<file path="config.mk">
export PLATFORM = sky130hd
export DESIGN_NAME = viterbi_frame_ctrl
export DESIGN_NICKNAME = d
export VERILOG_FILES = /design/src/rtl/viterbi_frame_ctrl.sv
export SDC_FILE = /design/constraint.sdc
export NUM_CORES = 1
export LEC_CHECK = 0
export ABC_CLOCK_PERIOD_IN_PS = 6300
export CAP_MARGIN = 20
export CORE_MARGIN = 5
export CORE_UTILIZATION = 44
export CTS_BUF_LIST = sky130_fd_sc_hd__clkbuf_4 sky130_fd_sc_hd__clkbuf_8
export CTS_CLUSTER_SIZE = 30
export DETAILED_ROUTE_END_ITERATION = 16
export HOLD_SLACK_MARGIN = 0.03
export PLACE_DENSITY = 0.67
export SLEW_MARGIN = 20
export SYNTH_ARGS = -nofsm -noshare
export SYNTH_HDL_FRONTEND = slang
export SYNTH_SLANG_ARGS = --single-unit
export TNS_END_PERCENT = 10
</file>
<file path="constraint.sdc">
create_clock -name clk -period 6.3 [get_ports clk]
set_input_delay 0.63 -clock clk [delete_from_list [all_inputs] [get_ports clk]]
set_output_delay 0.63 -clock clk [all_outputs]
set_load 0.02 [all_outputs]
</file>
<file path="src/rtl/viterbi_frame_ctrl.sv">
// Frame sequencer: streams frame_len data bits plus TAIL flush zeros into the encoder and flags decoded frame bits.
// Latency: encoder enable from the cycle after start; out_valid_o DEC_LAT cycles after each data cycle; done_o after last bit.
// Backpressure: none; data_i is consumed every data_req_o cycle, start_i is ignored while busy.
module viterbi_frame_ctrl #(
    parameter int LEN_W   = 8,
    parameter int TAIL    = 6,
    parameter int DEC_LAT = 10
) (
    input  logic             clk,
    input  logic             rst,
    input  logic             start_i,
    input  logic [LEN_W-1:0] frame_len_i,
    input  logic             abort_i,
    input  logic             data_i,
    output logic             data_req_o,
    output logic             enable_encoder_o,
    output logic             encoder_bit_o,
    input  logic             decoder_bit_i,
    output logic             out_bit_o,
    output logic             out_valid_o,
    output logic             busy_o,
    output logic             done_o,
    output logic             aborted_o,
    output logic [LEN_W-1:0] out_count_o
);

    typedef enum logic [2:0] {
        S_IDLE,
        S_DATA,
        S_TAIL,
        S_DRAIN,
        S_DONE
    } state_t;

    state_t             r_state;
    state_t             w_next;
    logic [LEN_W-1:0]   r_len;
    logic [LEN_W-1:0]   r_bit_cnt;
    logic [LEN_W-1:0]   r_out_count;
    logic [DEC_LAT-1:0] r_flags;
    logic               r_aborted;
    logic               w_valid;
    logic               w_len_done;
    logic               w_abort;

    assign w_valid    = r_flags[DEC_LAT-1];
    // Includes this cycle's decoded bit so DONE follows the final out_valid_o directly.
    assign w_len_done = (r_out_count + LEN_W'(w_valid)) == r_len;
    assign w_abort    = abort_i && (r_state != S_IDLE);

    always_comb begin
        w_next = r_state;
        case (r_state)
            S_IDLE: begin
                if (start_i) begin
                    w_next = (frame_len_i == '0) ? S_DONE : S_DATA;
                end
            end
            S_DATA: begin
                if (r_bit_cnt == r_len - 1'b1) begin
                    w_next = S_TAIL;
                end
            end
            S_TAIL: begin
                if (r_bit_cnt == LEN_W'(TAIL - 1)) begin
                    w_next = w_len_done ? S_DONE : S_DRAIN;
                end
            end
            S_DRAIN: begin
                if (w_len_done) begin
                    w_next = S_DONE;
                end
            end
            S_DONE:  w_next = S_IDLE;
            default: w_next = S_IDLE;
        endcase
        if (w_abort) begin
            w_next = S_IDLE;
        end
    end

    always_ff @(posedge clk) begin
        if (rst) begin
            r_state     <= S_IDLE;
            r_len       <= '0;
            r_bit_cnt   <= '0;
            r_out_count <= '0;
            r_flags     <= '0;
            r_aborted   <= 1'b0;
        end else begin
            r_state   <= w_next;
            r_aborted <= w_abort;
            r_flags   <= w_abort ? '0 : ((r_flags << 1) | DEC_LAT'(r_state == S_DATA));
            if (((r_state == S_DATA) || (r_state == S_TAIL)) && (w_next == r_state)) begin
                r_bit_cnt <= r_bit_cnt + 1'b1;
            end else begin
                r_bit_cnt <= '0;
            end
            if ((r_state == S_IDLE) && start_i) begin
                r_len       <= frame_len_i;
                r_out_count <= '0;
            end else if (w_valid) begin
                r_out_count <= r_out_count + 1'b1;
            end
        end
    end

    assign data_req_o       = (r_state == S_DATA);
    assign enable_encoder_o = (r_state == S_DATA) || (r_state == S_TAIL);
    assign encoder_bit_o    = (r_state == S_DATA) && data_i;
    assign out_valid_o      = w_valid;
    assign out_bit_o        = w_valid && decoder_bit_i;
    assign busy_o           = (r_state != S_IDLE);
    assign done_o           = (r_state == S_DONE) && !abort_i;
    assign aborted_o        = r_aborted;
    assign out_count_o      = r_out_count;

endmodule
</file>
Yosys cells after proc, flatten, opt, wreduce, memory -nomap -nowiden
Index checks and enable logic that the tools add are counted. Widths: inputs -> output; s select.

Word-level logic and storage cells: 42. Input bits: 14. Flip-flop bits (word level): 38.

Add/subtract/negate cells: 4. Mux-type cells: 8. Reduce and logical (&&, ||, !) cells: 14. Eq/ne operators: 8. Bitwise gates (word level): 2.

Operators by type and width (number): $mux 3 (7); $add 8x1->8 const B (2); $eq 8x8->1 (2); $pmux 3 s4 (1); $or 10x1->10 (1); $add 8x1->8 (1); $eq 8x3->1 const B (1); $logic_not 8->1 (1); $sub 8x1->8 const B (1); $eq 3x2->1 const B (2); $logic_and 1x1->1 (6); $reduce_or 2->1 (3); $eq 3x1->1 const B (1); $eq 3x3->1 (1); $eq 3x3->1 const B (1); $logic_not 3->1 (1); $reduce_bool 3->1 (1); $logic_not 1->1 (1); $logic_or 1x1->1 (1); $not 1->1 (1).

Logic depth before layout (Yosys ltp)
Gate-level depths: netlist of the first run.

Word-level depth: 10. Mapped depth: 8. Depth with buffers taken out: 8.

Worst setup path before layout of the first run
OpenSTA, ideal clock, no wires.

Kind: reg2out. From: register r_state[0]. To: output encoder_bit_o. Path slack: 3860 ps. Required time: 5670 ps. Cell stages (with the launch flop): 5. Arrival: 1810 ps. Path through: dfxtp_1 -> clkbuf_1 -> inv_1 -> nor3_1 -> and2_1.

Cells in the longest elaborated chain, start to end: 2.

RTL lines: start: declaration (RTL line 35) `state_t r_state;`; start signal: assignment (RTL line 91) `r_state <= w_next;`; $eq 3x1->1; named net data_req_o (RTL line 15) `output logic data_req_o,`; $logic_and 1x1->1 (RTL line 110) `assign encoder_bit_o = (r_state == S_DATA) && data_i;`; end: declaration (RTL line 17) `output logic encoder_bit_o,`.

The timed path passes the listed nets, and every way through them passes these cells.

Worst setup path after layout of the first run
From: register r_state[0]. To: output encoder_bit_o.

Cells in the longest elaborated chain, start to end: 2.

RTL lines (RTL line): $eq 3x1->1 (110); $logic_and 1x1->1 (110).

No other way between the ends.

==> results of run 1 <==
==> routing by layer <==
metal,vias to the layer above,track usage (%)
li1,905,-
met4,0,6.36
met5,-,0
met3,9,4.06
met1,792,20.9
met2,46,24.1
==> state kept, by name (all words and copies together), names as in the netlist <==
register and flops:
aborted_o 1, out_count_o 8, r_bit_cnt 8, r_flags 10, r_len 8, r_state 3
==> power by group through the flow <==
stage / clock (uW) / combinational, uW / sequential, uW
global placement: 0 / 83.8 / 264
floorplan: 0 / 65.5 / 257
finish: 247 / 85.1 / 258
global route: 269 / 95.0 / 260
CTS: 252 / 85.9 / 258
detailed placement: 0 / 84.7 / 264
==> how the worst min path moves through the flow <==
stage / startpoint / to / slack [ns] / cells after the start
after floorplan: r_flags[0] / r_flags[1] / 0.41 / 1
after global placement: r_flags[4] / r_flags[5] / 0.41 / 1
after detailed placement: r_flags[1] / r_flags[2] / 0.41 / 1
after CTS: r_flags[7] / r_flags[8] / 0.44 / 1
after global routing: r_flags[7] / r_flags[8] / 0.44 / 1
final: r_flags[7] / r_flags[8] / 0.43 / 1
==> worst max-delay path: stages, from the launching register on <==
cell and delay [ns]:
dfxtp_1 0.55, inv_1 0.15, nor3_1 0.51, and2_1 0.21, clkdlybuf4s50_1 0.60
==> per-stage QoR <==
| step | setup WS [ns] | cells |
|---|---|---|
| 2_1_floorplan | 3.86 | 253 |
| 3_3_place_gp | 3.66 | 335 |
| 3_5_place_dp | 3.64 | 335 |
| 4_1_cts | 3.35 | 343 |
| 5_1_grt | 3.11 | 343 |
| 6_report | 3.36 | 343 |
==> synthesized netlist by cell type, types with 2 or more instances <==
library cell | instances | area, um^2
and2_1 | 16 | 100
ha_1 | 6 | 75.1
nor4b_1 | 2 | 17.5
xnor2_1 | 19 | 166
o211ai_1 | 3 | 22.5
or2_2 | 2 | 12.5
xor2_1 | 13 | 114
nor3_1 | 5 | 25.0
and3_1 | 3 | 18.8
nand2b_1 | 6 | 37.5
clkbuf_1 | 10 | 37.5
nand3_1 | 8 | 40.0
dfxtp_1 | 38 | 761
nor2_1 | 24 | 90.1
inv_1 | 7 | 26.3
nand3b_1 | 3 | 22.5
a21oi_1 | 16 | 80.1
or4_1 | 5 | 37.5
o221ai_1 | 2 | 17.5
buf_2 | 2 | 10.0
nand4_1 | 2 | 12.5
mux2i_1 | 2 | 20.0
nand2_1 | 30 | 113
a211oi_1 | 4 | 30.0
==> logic make-up (layout without fill, tap and decap cells) <==
family	after synthesis	count (layout)
AND/OR/NAND/NOR	117	117
flip-flops	38	38
AO/OA/AOI/OAI	37	37
XOR/XNOR	32	32
buffers and inverters	21	44
adder cells (fa/ha/maj)	6	6
multiplexers	2	2
==> final cells by class <==
| class | instances | area, um^2 | area share [%] |
|---|---|---|---|
| sequential | 38 | 761 | 29.4 |
| clock inverter | 3 | 68.8 | 2.66 |
| tap | 67 | 83.8 | 3.24 |
| multi-input combinational | 194 | 1290 | 49.8 |
| clock buffer | 5 | 68.8 | 2.66 |
| timing repair buffer | 29 | 290 | 11.2 |
| inverter | 7 | 26.3 | 1.02 |
==> results.tsv, run 1 <==
metric	value	unit
postSynthAreaPerCell	8.44	um^2
dp.final_hpwl	3270	um
netSwitchingFraction	24.8	%
boundaryPins	30	
timing.final.crit_period	2.94	ns
post_cts_buffers	0	
tritoncts.num_buffers	5	
type_of_the_worst_setup_path	flop to output pin	
pwr-share-clk	41.9	%
grt_usage	15.7	%
detailroute.via_count	1752	
chipHeight	79.7	um
internal_power	444	uW
postRouteWirelength	4440	um
main_combinational_cell_family_by_area_after_synthesis	simple AND/OR/NAND/NOR gates	
run_status	finished clean	
muxShareOfSynthArea	0.937	%
synth_cell_types	49	
drive_gt1_share	5.80	%
antennaDiodeCount	0	
synth.ff_latch_count	38	
most-common-layout-cells	dfxtp_1, nand2_1, clkdlybuf4s50_1	
antenna_found_initial	0	
first_global_vias	1718	
fin_setup_tns	0	ns
cts_resized	0	
setup.worst_path.start_class	flop	
clock_latency	0.29	ns
cts.sinks	38	
reg2reg_depth	7	
final_min_period_over_clock_period	46.7	%
wire_length_of_the_first_global_routing_pass	7940	um
p_leak	0.000923	uW
filler_instances	437	
power_density	228	mW/mm^2
hold_ws	0.434	ns
layout_commonest_cell	dfxtp_1	
drt_iter0_drc	43	
p_comb_share	14.4	%
hold_path_class	flop to flop	
final_hold_viols	0	
slew_headroom	56.8	%
slew_violations	0	
met3RoutedLength	281	um
final_design_area_no_fill	0.00258	mm^2
setup_viol	0	
synth_top_flop_cell	dfxtp_1	
port-buffer-count	29	
synthesized_instance_count	253	
synthArstFlopShare	0	%
setup_skew_after_layout	0.00822	ns
synthAdderAreaFrac	3.51	%
synth.yosys.seq_area_share	35.6	%
critical_path.reg2reg.endpoint	r_state[1]	
dieWidth	79.7	um
endpoint_kind	output pin	
critical_path.endpoint	encoder_bit_o	
initial_utilization	45.2	%
detail_route.first_pass.iterations	4	
synthesis.area	0.00214	mm^2
routed_via_density	5.11	
reg2reg_slack	3.82	ns
met2RoutedLength	1870	um
max_fo_critical_path	11	
synth_xor_area_share	13.1	%
nets	295	
synth-edff-count	0	
seq_power_share	43.7	%
irDropWorstVdd	0.150	mV
mappedNetlistNets	273	
r2r-start	r_flags[9]	
num_rows	25	
clock_tree.root_cell	clkbuf_8	
netSwitchingPower	147	uW
wl_per_cell	12.9	um
synth_compound_area_share	12.5	%
maxCapViolations	0	
routedLengthMet1	2210	um
power_consumption	591	uW
crit_start	r_state[0]	
timing.fmax	340	MHz
ctsHtreeMaxLevel	2	
core_area	0.00472	mm^2
gpl.final_weighted_congestion	0.786	
die_footprint	0.00635	mm^2
ctsHoldBuffers	0	
clk_pin_slew_worst_paths	0.08	ns
postLayoutCoreUtil	54.7	%
tritoncts	done	
clk_path_buf_depth	2	
placed_area	0.00245	mm^2
antenna_violating_nets_post_route	0	
aggregate_global_routing_overflow	0	
area_growth_syn_to_layout	21.0	%
required	5.67	ns
yosys_warnings	0	
rsz0062_at_grt	false	
top_layer	met4	
max_slew.worst_pin.slew	0.648	ns
drt_drc_violations_left	0	
synth-simple-area-share	30.1	%
pin_count_of_the_biggest_net_entering_global_routing	14	
worstPathArrival	2.31	ns
(Power assumes the default switching activity.)
==> run 2: changes to the inputs <==
Settings changed: ABC_CLOCK_PERIOD_IN_PS 6300 to 3000.
Clock period 6.3 ns to 3 ns, I/O delays scaled along.
==> run 2 against run 1 <==
  * Cell count is 0.58% higher
  * Wire length is 2.3% lower
  * Hold slack worse by 0.0027 ns
  * Sequential power is 110% higher
  * Clock power is 110% higher
  * Count of clock-buffer cells in the layout stayed put
  * Cell area is 0.58% higher
  * Critical path depth stayed put
  * Critical endpoint unchanged
  * Largest power group unchanged
==> results.tsv, run 2 (synthesis gave the netlist of run 1 again) <==
metric	value	unit	change
grt_usage	15.2	%	was 15.7%
reg2reg_depth	7		unchanged
timing.hold.worst.start	r_flags[7]		unchanged
final_min_period_over_clock_period	78.1	%	
area_growth_syn_to_layout	21.7	%	was 21.0%
endpoint_kind	output pin		unchanged
core_area	0.00472	mm^2	unchanged
clock_latency	0.29	ns	about the same
timing.hold.worst_path_depth	1		unchanged
boundaryPins	30		unchanged
setup_viol	0		unchanged
fin_setup_tns	0	ns	unchanged
power_density	477	mW/mm^2	was 228 mW/mm^2
timing.fmax	427	MHz	
antennaDiodeCount	0		unchanged
die_footprint	0.00635	mm^2	unchanged
nets	297		was 295
tritoncts	done		unchanged
chipHeight	79.7	um	unchanged
routed_via_density	5.08		was 5.11
drt_drc_violations_left	0		unchanged
final_hold_viols	0		unchanged
postRouteWirelength	4340	um	was 4440 um
internal_power	935	uW	was 444 uW
post_cts_buffers	0		unchanged
ctsHoldBuffers	0		unchanged
slew_violations	0		unchanged
num_rows	25		unchanged
wl_per_cell	12.6	um	was 12.9 um
layout_commonest_cell	dfxtp_1		unchanged
r2r-start	r_flags[9]		unchanged
irDropWorstVdd	0.308	mV	was 0.150 mV
slew_headroom	58.9	%	was 56.8%
gpl.final_weighted_congestion	0.771		was 0.786
top_layer	met4		unchanged
required	2.70	ns	was 5.67 ns
type_of_the_worst_setup_path	flop to output pin		unchanged
largest_reg_flops	10		unchanged
netSwitchingFraction	24.6	%	was 24.8%
drive_gt1_share	6.47	%	was 5.80%
drt_iter0_drc	106		was 43
p_comb_share	14.5	%	was 14.4%
detail_route.first_pass.iterations	4		unchanged
rsz0062_at_grt	false		unchanged
timing.final.crit_period	2.34	ns	
aggregate_global_routing_overflow	0		unchanged
met3RoutedLength	280	um	was 281 um
dieWidth	79.7	um	unchanged
maxCapViolations	0		unchanged
wire_length_of_the_first_global_routing_pass	7570	um	was 7940 um
hold_path_class	flop to flop		unchanged
antenna_found_initial	0		unchanged
pin_count_of_the_biggest_net_entering_global_routing	14		unchanged
tritoncts.num_buffers	5		unchanged
dp.final_hpwl	3240	um	was 3270 um
max_fo_critical_path	11		unchanged
setup_skew_after_layout	0.00362	ns	was 0.00822 ns
run_status	finished clean		unchanged
most-common-layout-cells	dfxtp_1, nand2_1, clkdlybuf4s50_1		unchanged
p_leak	0.000933	uW	was 0.000923 uW
initial_utilization	45.2	%	unchanged
reg2reg_slack	0.69	ns	was 3.82 ns
port-buffer-count	29		unchanged
worstPathArrival	2.04	ns	was 2.31 ns
top_register	r_flags		unchanged
pwr-share-clk	41.8	%	was 41.9%
netSwitchingPower	305	uW	was 147 uW
first_global_vias	1581		was 1718
cts.sinks	38		unchanged
routedLengthMet1	2180	um	was 2210 um
detailroute.via_count	1753		was 1752
critical_path.reg2reg.endpoint	r_bit_cnt[1]		was r_state[1]
placed_area	0.00246	mm^2	was 0.00245 mm^2
max_slew.worst_pin.slew	0.616	ns	was 0.648 ns
seq_power_share	43.7	%	about the same
antenna_violating_nets_post_route	0		unchanged
clock_tree.root_cell	clkbuf_8		unchanged
setup.worst_path.start_class	flop		unchanged
cts_resized	0		unchanged
worst_case_hold_path_end_point	r_flags[8]		unchanged
met2RoutedLength	1830	um	was 1870 um
final_design_area_no_fill	0.00260	mm^2	was 0.00258 mm^2
clk_path_buf_depth	2		unchanged
ctsHtreeMaxLevel	2		unchanged
clk_pin_slew_worst_paths	0.08	ns	about the same
## run 2: per-layer routing
metal | vias up | global-route usage, %
li1 | 908 | -
met1 | 795 | 21.4
met2 | 45 | 21.9
met3 | 5 | 4.29
met4 | 0 | 5.15
met5 | - | 0
## run 2: final cells by class
cell class                 count  area, um^2
multi-input combinational    194        1290
inverter                       7        26.3
clock buffer                   5        68.8
tap                           67        83.8
timing repair buffer          31         305
sequential                    38         761
fill                         430        2120
clock inverter                 3        68.8
## run 2: worst max-delay path, stage by stage, from the launching register on
cell             delay, ns
dfxtp_1               0.56
inv_1                 0.15
nor3_1                0.27
and2_1                0.17
clkdlybuf4s50_1       0.60
## run 2: power groups by stage
stage               Sequential (uW)  Clock, uW  Combinational, uW
floorplan                       539          0                137
global placement                554          0                180
detailed placement              554          0                180
CTS                             542        529                181
global route                    546        555                201
finish                          542        518                180
## run 2: worst max path at each step
stage	from	to	slack, ns	cells after the start
5_1_grt	r_state[0]	encoder_bit_o	0.45	4
4_1_cts	r_state[0]	encoder_bit_o	0.63	4
3_3_place_gp	r_flags[9]	r_state[1]	0.74	7
3_5_place_dp	r_flags[9]	r_bit_cnt[1]	0.71	7
2_1_floorplan	r_flags[9]	r_state[1]	0.81	7
6_report	r_state[0]	encoder_bit_o	0.66	4
## run 2: metrics by stage
step | hold WS, ns | instances | setup WS (ns) | utilization, % | power, uW
floorplan | 0.406 | 253 | 0.809 | - | 676
global placement | 0.410 | 337 | 0.737 | 52.1 | 734
detailed placement | 0.412 | 337 | 0.710 | 52.1 | 734
CTS | 0.431 | 345 | 0.627 | 55.0 | 1250
global route | 0.445 | 345 | 0.453 | 55.0 | 1300
finish | 0.431 | 345 | 0.658 | 55.0 | 1240
